**src/rtl/tdi_pkg.sv**
```systemverilog
// ============================================================================
// Module   : tdi_pkg
// Purpose  : Shared TDI opcodes, expected responses, state encoding, helpers.
// Revision : 1.0
// ============================================================================
`default_nettype none

package tdi_pkg;

   localparam int unsigned c_div_w  = 8;
   localparam int unsigned c_bits_w = 6;

   localparam logic [7:0] c_op_ping  = 8'hA1;
   localparam logic [7:0] c_op_a2    = 8'hA2;
   localparam logic [7:0] c_op_halt  = 8'hA4;
   localparam logic [7:0] c_op_a5    = 8'hA5;
   localparam logic [7:0] c_op_a6    = 8'hA6;
   localparam logic [7:0] c_op_read  = 8'hA8;
   localparam logic [7:0] c_op_write = 8'hA9;

   localparam logic [7:0] c_rsp_ping = 8'h81;
   localparam logic [7:0] c_rsp_ack  = 8'h01;

   typedef enum logic [2:0] {
      S_IDLE  = 3'd0,
      S_OP    = 3'd1,
      S_ADDR  = 3'd2,
      S_WDATA = 3'd3,
      S_RESP  = 3'd4,
      S_DONE  = 3'd5
   } tdi_state_e;

   function automatic logic is_addr_op(input logic [7:0] op);
      return (op == c_op_read) || (op == c_op_write);
   endfunction

   // Opcodes whose response follows the opcode byte directly
   function automatic logic is_direct_rsp_op(input logic [7:0] op);
      return (op == c_op_ping) || (op == c_op_a2) || (op == c_op_halt) ||
             (op == c_op_a5)   || (op == c_op_a6);
   endfunction

   function automatic logic [c_bits_w-1:0] resp_bits(input logic [7:0] op);
      case (op)
         c_op_a2:   return 6'd16;
         c_op_read: return 6'd32;
         default:   return 6'd8;
      endcase
   endfunction

endpackage

`default_nettype wire

```
**src/rtl/tdi_sck_gen.sv**
```systemverilog
// ============================================================================
// Module   : tdi_sck_gen
// Purpose  : SCK half-period divider with one-cycle rise/fall/sample strobes.
// Revision : 1.0
// ============================================================================
`default_nettype none

module tdi_sck_gen
   import tdi_pkg::*;
#(
   parameter int unsigned CLK_DIV = 4
)
(
   input  logic HCLK,
   input  logic HRESETn,
   input  logic i_run,
   output logic o_sck,
   output logic o_rise,
   output logic o_fall,
   output logic o_sample
);

   localparam logic [c_div_w-1:0] c_half_last = c_div_w'(CLK_DIV - 1);

   logic [c_div_w-1:0] r_cnt;
   logic               r_sck;
   logic               w_half_end;

   assign w_half_end = i_run && (r_cnt == c_half_last);

   // Parked high with a cleared divider whenever no transfer is running
   always_ff @(posedge HCLK or negedge HRESETn) begin
      if (!HRESETn) begin
         r_cnt <= '0;
         r_sck <= 1'b1;
      end else if (!i_run) begin
         r_cnt <= '0;
         r_sck <= 1'b1;
      end else if (w_half_end) begin
         r_cnt <= '0;
         r_sck <= ~r_sck;
      end else begin
         r_cnt <= r_cnt + 1'b1;
      end
   end

   assign o_sck    = r_sck;
   assign o_fall   = w_half_end &  r_sck;
   assign o_rise   = w_half_end & ~r_sck;
   assign o_sample = w_half_end & ~r_sck;

endmodule

`default_nettype wire

```
**src/rtl/tdi_host.sv**
```systemverilog
// ============================================================================
// Module   : tdi_host
// Purpose  : TDI serial host: opcode/address/data shift-out, response shift-in.
//            Optional response check enabled by macro TDI_HOST_RSP_CHECK_EN.
// Revision : 1.0
// ============================================================================
`default_nettype none

module tdi_host
   import tdi_pkg::*;
#(
   parameter int unsigned CLK_DIV = 4
)
(
   input  logic        HCLK,
   input  logic        HRESETn,
   input  logic        cmd_valid,
   output logic        cmd_ready,
   input  logic [7:0]  cmd_op,
   input  logic [31:0] cmd_addr,
   input  logic [31:0] cmd_wdata,
   output logic        rsp_valid,
   output logic [31:0] rsp_data,
   output logic        rsp_err,
   output logic        busy,
   output logic        SCK,
   output logic        SDI,
   input  logic        SDO,
   input  logic        SDOE
);

   tdi_state_e          r_state;
   tdi_state_e          w_state_nxt;
   logic [7:0]          r_op;
   logic [31:0]         r_addr;
   logic [31:0]         r_wdata;
   logic [31:0]         r_tx;
   logic [31:0]         r_rx;
   logic [31:0]         w_rx_nxt;
   logic [31:0]         r_rsp_data;
   logic                r_rsp_valid;
   logic [c_bits_w-1:0] r_bit_cnt;
   logic [c_bits_w-1:0] w_phase_bits;
   logic                w_run;
   logic                w_sck;
   logic                w_rise;
   logic                w_fall;
   logic                w_sample;
   logic                w_phase_end;
   logic                w_accept;
   logic                w_done_entry;

   assign w_run = (r_state == S_OP) || (r_state == S_ADDR) ||
                  (r_state == S_WDATA) || (r_state == S_RESP);

   tdi_sck_gen #(
      .CLK_DIV (CLK_DIV)
   ) u_sck_gen (
      .HCLK     (HCLK),
      .HRESETn  (HRESETn),
      .i_run    (w_run),
      .o_sck    (w_sck),
      .o_rise   (w_rise),
      .o_fall   (w_fall),
      .o_sample (w_sample)
   );

   always_comb begin
      w_phase_bits = 6'd8;
      case (r_state)
         S_ADDR, S_WDATA: w_phase_bits = 6'd32;
         S_RESP:          w_phase_bits = resp_bits(r_op);
         default:         w_phase_bits = 6'd8;
      endcase
   end

   // A bit ends on the rise that starts the next one
   assign w_phase_end  = w_rise && (r_bit_cnt == w_phase_bits - 1'b1);
   assign w_accept     = (r_state == S_IDLE) && cmd_valid;
   assign w_done_entry = (r_state != S_DONE) && (w_state_nxt == S_DONE);

   always_ff @(posedge HCLK or negedge HRESETn) begin
      if (!HRESETn) r_state <= S_IDLE;
      else          r_state <= w_state_nxt;
   end

   always_comb begin
      w_state_nxt = r_state;
      unique case (r_state)
         S_IDLE:  if (cmd_valid) w_state_nxt = S_OP;
         S_OP:    if (w_phase_end) begin
                     if (is_addr_op(r_op))            w_state_nxt = S_ADDR;
                     else if (is_direct_rsp_op(r_op)) w_state_nxt = S_RESP;
                     else                             w_state_nxt = S_DONE;
                  end
         S_ADDR:  if (w_phase_end)
                     w_state_nxt = (r_op == c_op_write) ? S_WDATA : S_RESP;
         S_WDATA: if (w_phase_end) w_state_nxt = S_DONE;
         S_RESP:  if (w_phase_end) w_state_nxt = S_DONE;
         S_DONE:  w_state_nxt = S_IDLE;
         default: w_state_nxt = S_IDLE;
      endcase
   end

   always_comb begin
      w_rx_nxt = r_rx;
      w_rx_nxt[r_bit_cnt[4:0]] = SDO;
   end

   always_ff @(posedge HCLK or negedge HRESETn) begin
      if (!HRESETn) begin
         r_op        <= '0;
         r_addr      <= '0;
         r_wdata     <= '0;
         r_tx        <= '0;
         r_rx        <= '0;
         r_bit_cnt   <= '0;
         r_rsp_valid <= 1'b0;
         r_rsp_data  <= '0;
      end else begin
         r_rsp_valid <= 1'b0;
         if (w_accept) begin
            r_op      <= cmd_op;
            r_addr    <= cmd_addr;
            r_wdata   <= cmd_wdata;
            r_tx      <= {24'h0, cmd_op};
            r_rx      <= '0;
            r_bit_cnt <= '0;
         end else if (w_rise) begin
            if (w_phase_end) begin
               r_bit_cnt <= '0;
               case (w_state_nxt)
                  S_ADDR:  r_tx <= r_addr;
                  S_WDATA: r_tx <= r_wdata;
                  default: r_tx <= '0;
               endcase
            end else begin
               r_bit_cnt <= r_bit_cnt + 1'b1;
               r_tx      <= r_tx >> 1;
            end
         end
         if (w_sample && (r_state == S_RESP)) r_rx <= w_rx_nxt;
         if (w_done_entry) begin
            r_rsp_valid <= 1'b1;
            r_rsp_data  <= (r_state == S_RESP) ? w_rx_nxt : 32'h0;
         end
      end
   end

`ifdef TDI_HOST_RSP_CHECK_EN
   logic r_rsp_err;
   logic w_rsp_bad;

   always_comb begin
      w_rsp_bad = 1'b0;
      case (r_op)
         c_op_ping:                   w_rsp_bad = (w_rx_nxt[7:0] != c_rsp_ping);
         c_op_halt, c_op_a5, c_op_a6: w_rsp_bad = (w_rx_nxt[7:0] != c_rsp_ack);
         default:                     w_rsp_bad = 1'b0;
      endcase
   end

   always_ff @(posedge HCLK or negedge HRESETn) begin
      if (!HRESETn)         r_rsp_err <= 1'b0;
      else if (w_done_entry) r_rsp_err <= (r_state == S_RESP) && w_rsp_bad;
   end

   assign rsp_err = r_rsp_err;
`else
   assign rsp_err = 1'b0;
`endif

   assign cmd_ready = (r_state == S_IDLE);
   assign busy      = (r_state != S_IDLE);
   assign rsp_valid = r_rsp_valid;
   assign rsp_data  = r_rsp_data;
   assign SCK       = w_sck;
   assign SDI       = r_tx[0];

`ifndef SYNTHESIS
   // Target must not drive SDO while the opcode is still being shifted out
   a_sdoe_quiet: assert property (@(posedge HCLK) disable iff (!HRESETn)
      (r_state == S_OP) |-> !SDOE);
   a_fall_high: assert property (@(posedge HCLK) disable iff (!HRESETn)
      w_fall |-> w_sck);
`endif

endmodule

`default_nettype wire

```
**config.mk**
```make
export PLATFORM = sky130hd
export DESIGN_NAME = tdi_host
export DESIGN_NICKNAME = d
export VERILOG_FILES = /design/src/rtl/tdi_pkg.sv /design/src/rtl/tdi_sck_gen.sv /design/src/rtl/tdi_host.sv
export SDC_FILE = /design/constraint.sdc
export NUM_CORES = 1
export LEC_CHECK = 0
export BUFFER_PORTS_ARGS = -buffer_cell sky130_fd_sc_hd__buf_4
export CORE_MARGIN = 4
export CORE_UTILIZATION = 51
export CTS_CLUSTER_SIZE = 8
export DETAILED_ROUTE_END_ITERATION = 16
export PLACE_DENSITY = 0.74
export SLEW_MARGIN = 20
export SYNTH_ARGS = -nofsm -noshare
export SYNTH_HDL_FRONTEND = slang
export SYNTH_HIERARCHICAL = 1
export SYNTH_SLANG_ARGS = --single-unit
```
**constraint.sdc**
```tcl
create_clock -name HCLK -period 3 [get_ports HCLK]
set_input_delay 0.3 -clock HCLK [delete_from_list [all_inputs] [get_ports HCLK]]
set_output_delay 0.3 -clock HCLK [all_outputs]
set_load 0.05 [all_outputs]
```
== Word-level counts from Yosys, hierarchy flattened ==
Index checks and enable logic that the tools add are counted.
Widths: inputs -> output; s select.

* Add/subtract/negate cells: 3
* Multiply operators: 0
* Div/mod/pow operators: 0
* Order comparisons: 2
* Eq/ne operators: 18
* Shifts and indexed selects: 0
* Muxes and demuxes: 28
* Bitwise logic cells: 2
* Reduce and logical (&&, ||, !) cells: 20

{| class="wikitable"
|+ Operators by type and width
! cell !! number
|-
| $mux 32 || 6
|-
| $pmux 32 s2 || 1
|-
| $eq 8x8->1 const B || 7
|-
| $bwmux 32 || 1
|-
| $pmux 6 s2 || 2
|-
| $mux 3 || 6
|-
| $mux 6 || 3
|-
| $mux 8 || 2
|-
| $eq 3x2->1 const B || 4
|-
| $pmux 3 s4 || 1
|-
| $add 8x1->8 const B || 1
|-
| $eq 8x2->1 const B || 1
|-
| $logic_or 1x1->1 || 8
|-
| $add 6x1->6 const B || 1
|-
| $eq 3x3->1 const B || 2
|-
| $eq 6x6->1 || 1
|-
| $logic_and 1x1->1 || 6
|-
| $lt 5x6->1 const B || 1
|-
| $sub 6x1->6 const B || 1
|-
| $demux 1 s5 || 1
|-
| $ge 5x1->1 const B || 1
|-
| $mux 1 || 5
|-
| $reduce_bool 2->1 || 2
|-
| $reduce_or 2->1 || 2
|-
| 7 further kinds || 7
|}

* Register bits: 187
* Latch bits: 0
* Memory bits (writable): 0
* Memory bits (read-only): 0
* Bits of input ports: 77
* Logic and storage cells: 84
* Memories: 0

== Logic depth before layout (Yosys ltp) ==
Gate-level depths: netlist (run 1).

* Depth in word-level cells: 14
* Mapped depth: 13
* Depth with buffers taken out: 10

== Hierarchy ==
Netlist (run 1), hierarchy kept.

{| class="wikitable"
|+ Modules (own cells, without submodules)
! module !! instances !! cells an instance !! area each (um^2) !! sequential area each (um^2)
|-
| tdi_host || 1 || 883 || 8,510.7 || 4,454.3
|-
| tdi_sck_gen || 1 || 46 || 446.7 || 226.5
|}

== Worst setup path after synthesis (run 1) ==
No wires, ideal clock.

* Path type: register to register
* Start: register r_state[1]
* End: register r_rsp_data[10] (netlist: rsp_data[10])
* Library setup time: 0.128 ns
* Data arrival time: 3.149 ns
* Data required time: 2.872 ns
* Path slack: -0.276 ns
* Cell stages (with the launch flop): 13
* Buffers on the path: 2
* Clock period less this slack: 3.276 ns
* Cells stage by stage: dfrtp_1 -> buf_2 -> nor2_1 -> xnor2_1 -> inv_1 -> nor4_1 -> and3_1 -> and3_1 -> mux2_2 -> nand3_1 -> a22oi_4 -> buf_4 -> mux2_1

* Cells in the longest elaborated chain, start to end: 11
* Elaborated cells on any way between the ends: 25
* Classes of those cells: 1 x add/sub; 7 x eq/ne; 7 x mux; 1 x bitwise; 9 x reduce/logical

{| class="wikitable"
|+ Ends and longest elaborated chain
! element !! RTL line !! RTL
|-
| from (decl) || tdi_host.sv:32 || <nowiki>tdi_state_e r_state;</nowiki>
|-
| from (signal assigned) || tdi_host.sv:84 || <nowiki>else r_state <= w_state_nxt;</nowiki>
|-
| $eq 3x1->1 or $eq 3x2->1 (tied branches) || tdi_host.sv:53 || <nowiki>assign w_run = (r_state == S_OP) || (r_state == S_ADDR) ||</nowiki>
|-
| $logic_or 1x1->1 (2 in a row) || tdi_host.sv:53 ||
|-
| $logic_or 1x1->1 (*) || tdi_host.sv:54 || <nowiki>(r_state == S_WDATA) || (r_state == S_RESP);</nowiki>
|-
| via w_run || tdi_host.sv:44 || <nowiki>logic w_run;</nowiki>
|-
| $logic_and 1x1->1 (*) || tdi_sck_gen.sv:29 || <nowiki>assign w_half_end = i_run && (r_cnt == c_half_last);</nowiki>
|-
| $and 1x1->1 (*) || tdi_sck_gen.sv:49 || <nowiki>assign o_rise = w_half_end & ~r_sck;</nowiki>
|-
| via w_rise || tdi_host.sv:46 || <nowiki>logic w_rise;</nowiki>
|-
| $logic_and 1x1->1 (*) || tdi_host.sv:78 || <nowiki>assign w_phase_end = w_rise && (r_bit_cnt == w_phase_bits - 1'b1);</nowiki>
|-
| $mux 3, on equally long branches || n/a ||
|-
| $pmux 3 s4 (*) || tdi_host.sv:89 || <nowiki>unique case (r_state)</nowiki>
|-
| $eq 3x3->1 (*) || tdi_host.sv:80 || <nowiki>assign w_done_entry = (r_state != S_DONE) && (w_state_nxt == S_DONE);</nowiki>
|-
| $logic_and 1x1->1 (*) || tdi_host.sv:80 ||
|-
| to (signal assigned) || tdi_host.sv:145 || <nowiki>r_rsp_data <= (r_state == S_RESP) ? w_rx_nxt : 32'h0;</nowiki>
|-
| to (decl) || tdi_host.sv:40 || <nowiki>logic [31:0] r_rsp_data;</nowiki>
|}

Mark *: on every way through the listed nets, which the timed path passes. The rest lies on a longest branch.
A chain may end at the register's enable or synchronous reset.

== Final worst setup path (run 1) ==
* Start: register r_state[0]
* End: register r_rsp_data[31] (netlist: rsp_data[31])

* Cells in the longest elaborated chain, start to end: 11
* Elaborated cells on any way between the ends: 25
* Classes of those cells: 1 x add/sub; 7 x eq/ne; 7 x mux; 1 x bitwise; 9 x reduce/logical

{| class="wikitable"
|+ Ends and longest elaborated chain
! element
|-
| branches (longest 11 deep; another with $sub 6x1->6)
|}

Several ways; the timed one is not identified.

==> impl_metrics.py, run 1 <==
metrics = {
    "finish": {
        "diodes": 0,
        "area_growth_pct": 23.7,
        "nNetsFinal": 1134,
        "drive_gt1_frac": 0.253,
    },
    "die": {
        "die_area_um2": 19700,
        "num_rows": 48,
        "core_um2": 17200,
        "io_pins": 115,
        "start_util": 0.519,
        "dieWidth_um": 140,
        "die_y_um": 140,
    },
    "worst_setup_path": {
        "slowest_stage": "dfrtp_2",
        "cp-startpoint": "r_state[0]$_DFF_PN0_",
        "crit_buf_inv": 3,
        "cp_top_family": "simple AND/OR/NAND/NOR gates",
        "endpoint_kind": "register",
        "critPathArrivalTime_ns": 3.42,
        "max_stage_delay_ns": 0.45,
        "path_max_fanout": 9,
        "cp.required_ns": 3.32,
        "r2r_setup_slack_ns": -0.10,
        "cp_cell_sequence": "nor4b_4, a41oi_2, inv_2, ha_4, xor2_4, and3_4, mux2i_4, o31ai_4, a22oi_4, buf_6, buf_12, mux2_2",
        "startpoint_type": "register",
        "crit_type": "register to register",
        "r2r_start": "r_state[0]$_DFF_PN0_",
    },
    "sta": {
        "fmax_mhz": 323,
        "period_share": 1.03,
        "tightest_slew_ns": 0.754,
        "drv_slew": 0,
        "fin_crit_ns": 3.10,
        "rsz0062_at_grt": "yes",
        "skew_ns": 0.0103,
        "tns_ns": -1.59,
        "finalHoldViolations": 0,
        "postLayoutSetupSlackWorst_ns": -0.100,
        "setup_viol": 32,
        "slew_headroom": 0.498,
    },
    "worst_hold_path": {
        "min_from": "cmd_addr[15]",
        "hold_path_class": "primary input to register",
    },
    "power_and_ir_drop": {
        "ir_drop_mv": 0.415,
        "p_leak_nw": 5.52,
        "powerDensity_nw_per_um2": 464,
        "p_total_w": 0.00513,
    },
    "routing": {
        "first_pass_iters": 5,
        "totalWireLength_um": 21300,
        "wire_per_inst_um": 16.5,
        "vias": 7102,
        "ant_nets": 0,
        "drt_iter0_drc": 462,
        "drc_errors": 0,
        "via_per_inst": 5.51,
    },
    "clock_network": {
        "cts.htree.levels": 4,
        "cts_buffers": 17,
        "cts_sinks": 187,
        "insertion_delay_ns": 0.44,
        "cts_tree": "yes",
        "cts-root-buf": "clkbuf_16",
        "clock_path_buffers": 2,
        "clk_pin_slew_ns": 0.08,
    },
    "grt": {
        "antenna_found_initial": 0,
        "grt_max_degree": 98,
        "grt_usage": 0.218,
        "grt_remaining_overflow": 0,
        "first_global_vias": 7057,
        "grt_pass1_wl_um": 35200,
    },
    "placement": {
        "dp_hpwl_um": 13300,
        "gp_congestion": 0.865,
        "port_buffers": 112,
    },
    "job": {
        "cap_viol_max_count": 0,
    },
    "yosys": {
        "synth_warnings": 6,
        "synth_cells": 927,
        "syn_area_um2": 8950,
        "synth_nets": 1011,
        "syn_avg_cell_area_um2": 9.65,
    },
    "status": {
        "status": "finished with violations",
        "violations": "negative setup slack",
    },
}
==> worst min-delay path: cells and delay by family <==
family	cells	cell delay, ns
buffers and inverters	1	0.08
AND/OR/NAND/NOR	2	0.08
==> area by class of cell <==
type	count	area, um^2
clock inverters	14	149
clock buffers	18	439
multi-input cells	639	3980
flip-flops and latches	187	4680
inverters	36	135
repair buffers	169	1400
well taps	225	282
fillers	1379	6170
==> state kept, by name, summed over array words and instances (netlist names), 3 cells and up <==
register / cells
r_state: 3
r_addr: 32
r_op: 8
r_bit_cnt: 6
rsp_data: 32
r_rx: 32
r_tx: 32
r_wdata: 32
u_sck_gen/r_cnt: 8
==> report_power, final <==
group	switching [W]	internal [W]	total (W)
logic	0.000184	0.000121	0.000305
registers	0.0000219	0.00256	0.00258
clock network	0.00104	0.00120	0.00224
total	0.00125	0.00388	0.00513
==> routing by layer <==
| layer | GRT usage | vias to the layer above | wire length [um] |
|---|---|---|---|
| li1 | - | 3377 | - |
| met1 | 0.305 | 3467 | 9330 |
| met2 | 0.343 | 215 | 10400 |
| met3 | 0.0475 | 43 | 1070 |
| met4 | 0.0694 | 0 | 491 |
| met5 | 0 | - | 0 |
==> cell usage in the layout (no fill, tap or decap), drive strengths merged, types with 4 or more instances in the layout <==
cell type	instances
ha	7
buf	168
inv	42
o21ai	68
mux2	34
clkbuf	18
a31o	8
and3	5
xnor2	5
nor2	54
clkinv	4
mux2i	34
o211ai	40
nand2	263
nand4	13
dfrtp	186
nor4	4
a22oi	24
nand3	25
nor2b	4
xor2	5
or3	5
a21oi	9
==> path summary, 6_finish.rpt <==
path,cells past startpoint,to
worst max register to register,12,rsp_data[31]$_DFFE_PN0P_
worst max-delay path,12,rsp_data[31]$_DFFE_PN0P_
min in group asynchronous,2,r_tx[16]$_DFFE_PN0P_
worst min register to register,2,r_addr[3]$_DFFE_PN0P_
max in group asynchronous,3,rsp_data[11]$_DFFE_PN0P_
worst min-delay path,3,r_addr[15]$_DFFE_PN0P_
==> per-stage QoR <==
stage / utilization / hold slack [ns] / worst slack, ns / instances / instance area [um^2]
global route: 0.642 / 0.0426 / -0.155 / 1288 / 11100
floorplan: - / 0.00441 / -0.000454 / 927 / 8970
detailed placement: 0.593 / 0.397 / -0.0653 / 1243 / 10200
CTS: 0.638 / 0.0380 / 0.00563 / 1283 / 11000
global placement: 0.593 / 0.389 / 0.0524 / 1243 / 10200
finish: 0.642 / 0.0478 / -0.100 / 1288 / 11100
==> repair_timing <==
item                                    in CTS  in global routing
endpoints found under the hold margin       76                  0
hold buffers                                 1                  0
endpoints found under the setup margin      34                 65
buffers inserted                             5                  3
gates resized for setup                     16                 16
pin swaps                                    8                 18
cloned                                       2                  3
(Power assumes the default switching activity.)
==> run 2: changes to the inputs <==
- PLACE_DENSITY: 0.74 -> 0.72
- clock period: 3 -> 3.8 ns (I/O delays scaled with it)
==> impl_metrics.py, run 2 (same netlist as run 1, synthesis figures left out) <==
metrics = {
    "sta": {
        "tns_ns": 0,
        "slew_headroom": 0.471,
        "drv_slew": 0,
        "period_share": 0.906,
        "skew_ns": 0.00887,
        "fin_crit_ns": 3.44,
        "finalHoldViolations": 0,
        "tightest_slew_ns": 0.794,
        "rsz0062_at_grt": "no",
        "setup_viol": 0,
        "fmax_mhz": 291,
    },
    "worst_setup_path": {
        "r2r_start": "r_state[1]$_DFF_PN0_",
        "reg2reg_depth": 12,
        "cp-startpoint": "r_state[1]$_DFF_PN0_",
        "endpoint_kind": "register",
        "crit_type": "register to register",
        "r2r_setup_slack_ns": 0.36,
        "cp.required_ns": 4.14,
        "r2r_end": "r_tx[8]$_DFFE_PN0P_",
        "path_max_fanout": 23,
        "critPathArrivalTime_ns": 3.79,
        "startpoint_type": "register",
    },
    "job": {
        "cap_viol_max_count": 0,
    },
    "clock_network": {
        "post_cts_resized": 0,
        "clk_pin_slew_ns": 0.07,
        "insertion_delay_ns": 0.43,
        "cts-hold-fix-buffers": 0,
        "post-cts-setup-buffers": 0,
        "cts.htree.levels": 4,
        "cts-root-buf": "clkbuf_16",
        "cts_tree": "yes",
        "cts_sinks": 187,
        "clock_path_buffers": 2,
        "cts_buffers": 17,
    },
    "worst_hold_path": {
        "hold_path_class": "primary input to async pin",
    },
    "routing": {
        "drc_errors": 0,
        "drt_iter0_drc": 393,
        "vias": 6759,
        "via_per_inst": 5.40,
        "first_pass_iters": 5,
        "ant_nets": 0,
        "totalWireLength_um": 19500,
        "wire_per_inst_um": 15.6,
    },
    "die": {
        "start_util": 0.519,
        "io_pins": 115,
        "die_area_um2": 19700,
        "num_rows": 48,
        "dieWidth_um": 140,
        "die_y_um": 140,
        "core_um2": 17200,
    },
    "status": {
        "status": "complete, no violations",
    },
    "grt": {
        "first_global_vias": 6717,
        "grt_pass1_wl_um": 33000,
        "antenna_found_initial": 0,
        "grt_remaining_overflow": 0,
        "grt_usage": 0.204,
        "grt_max_degree": 90,
    },
    "finish": {
        "multi_input_area_um2": 3850,
        "fillCellCount": 1476,
        "area_growth_pct": 18.0,
        "layout_common_cells": "nand2_1 (262), dfrtp_1 (186), buf_4 (129)",
        "drive_gt1_frac": 0.214,
        "regArea_um2": 4680,
        "diodes": 0,
        "nNetsFinal": 1098,
        "final_util": 0.613,
        "final_common_cell": "nand2_1",
    },
    "power_and_ir_drop": {
        "p_leak_nw": 5.30,
        "ir_drop_mv": 0.304,
        "powerDensity_nw_per_um2": 379,
    },
    "placement": {
        "gp_congestion": 0.831,
        "port_buffers": 112,
        "dp_hpwl_um": 12700,
    },
}
## run 2: cell types whose count changed in the layout (fill, tap and decap cells not counted), moves of 2 or more
cell      delta
and3_1       +2
xor2_4       -2
buf_4       -23
inv_8        -3
nand3_1      +2
mux2_4       -2
clkbuf_1     +2
xor2_1       +2
and3_4       -2
buf_6        -7
buf_12       -3
## run 2: how the worst max path moves through the flow
stage	end	slack, ns	cells past startpoint
floorplan	rsp_data[10]$_DFFE_PN0P_	0.54	12
global placement	r_tx[8]$_DFFE_PN0P_	0.48	12
detailed placement	r_tx[8]$_DFFE_PN0P_	0.35	12
CTS	r_tx[8]$_DFFE_PN0P_	0.35	12
global route	r_tx[10]$_DFFE_PN0P_	0.12	12
finish	r_tx[8]$_DFFE_PN0P_	0.36	12
## run 2: final cells by class
type | count | share of cell area
multi-input cells | 639 | 0.365
well taps | 225 | 0.0267
repair buffers | 133 | 0.0984
flip-flops and latches | 187 | 0.443
clock inverters | 13 | 0.0129
inverters | 36 | 0.0128
clock buffers | 19 | 0.0410
## run 2: stage by stage
stage	instances	area [um^2]	setup WS, ns	total power (W)	hold WS, ns
2_1_floorplan	927	8950	0.541	0.00217	0.0844
4_1_cts	1252	10600	0.352	0.00404	0.0432
3_3_place_gp	1220	9990	0.478	0.00231	0.459
3_5_place_dp	1220	9990	0.346	0.00232	0.462
6_report	1252	10600	0.359	0.00400	0.0134
5_1_grt	1252	10600	0.122	0.00414	0.0740
## run 2: power by group
group / leakage (nW) / internal, W / switching, W / total, W
Combinational: 2.73 / 0.0000933 / 0.000143 / 0.000236
Clock: 0.271 / 0.000923 / 0.000804 / 0.00173
Sequential: 2.30 / 0.00202 / 0.0000172 / 0.00204
## run 2: per-layer routing
layer  global-route usage  routed length, um
met2                0.324               9250
met3               0.0427                992
met1                0.291               9070
met5                    0                  0
met4               0.0484                194
## run 2: critical path, cell delays in order (launching register included)
cell	delay, ns
dfrtp_1	0.48
nor4b_4	0.38
a41oi_2	0.25
inv_1	0.11
ha_1	0.24
xor2_1	0.21
and3_1	0.25
mux2i_4	0.09
buf_4	0.21
a2111oi_4	0.56
o21ai_2	0.08
buf_4	0.27
o211ai_1	0.21
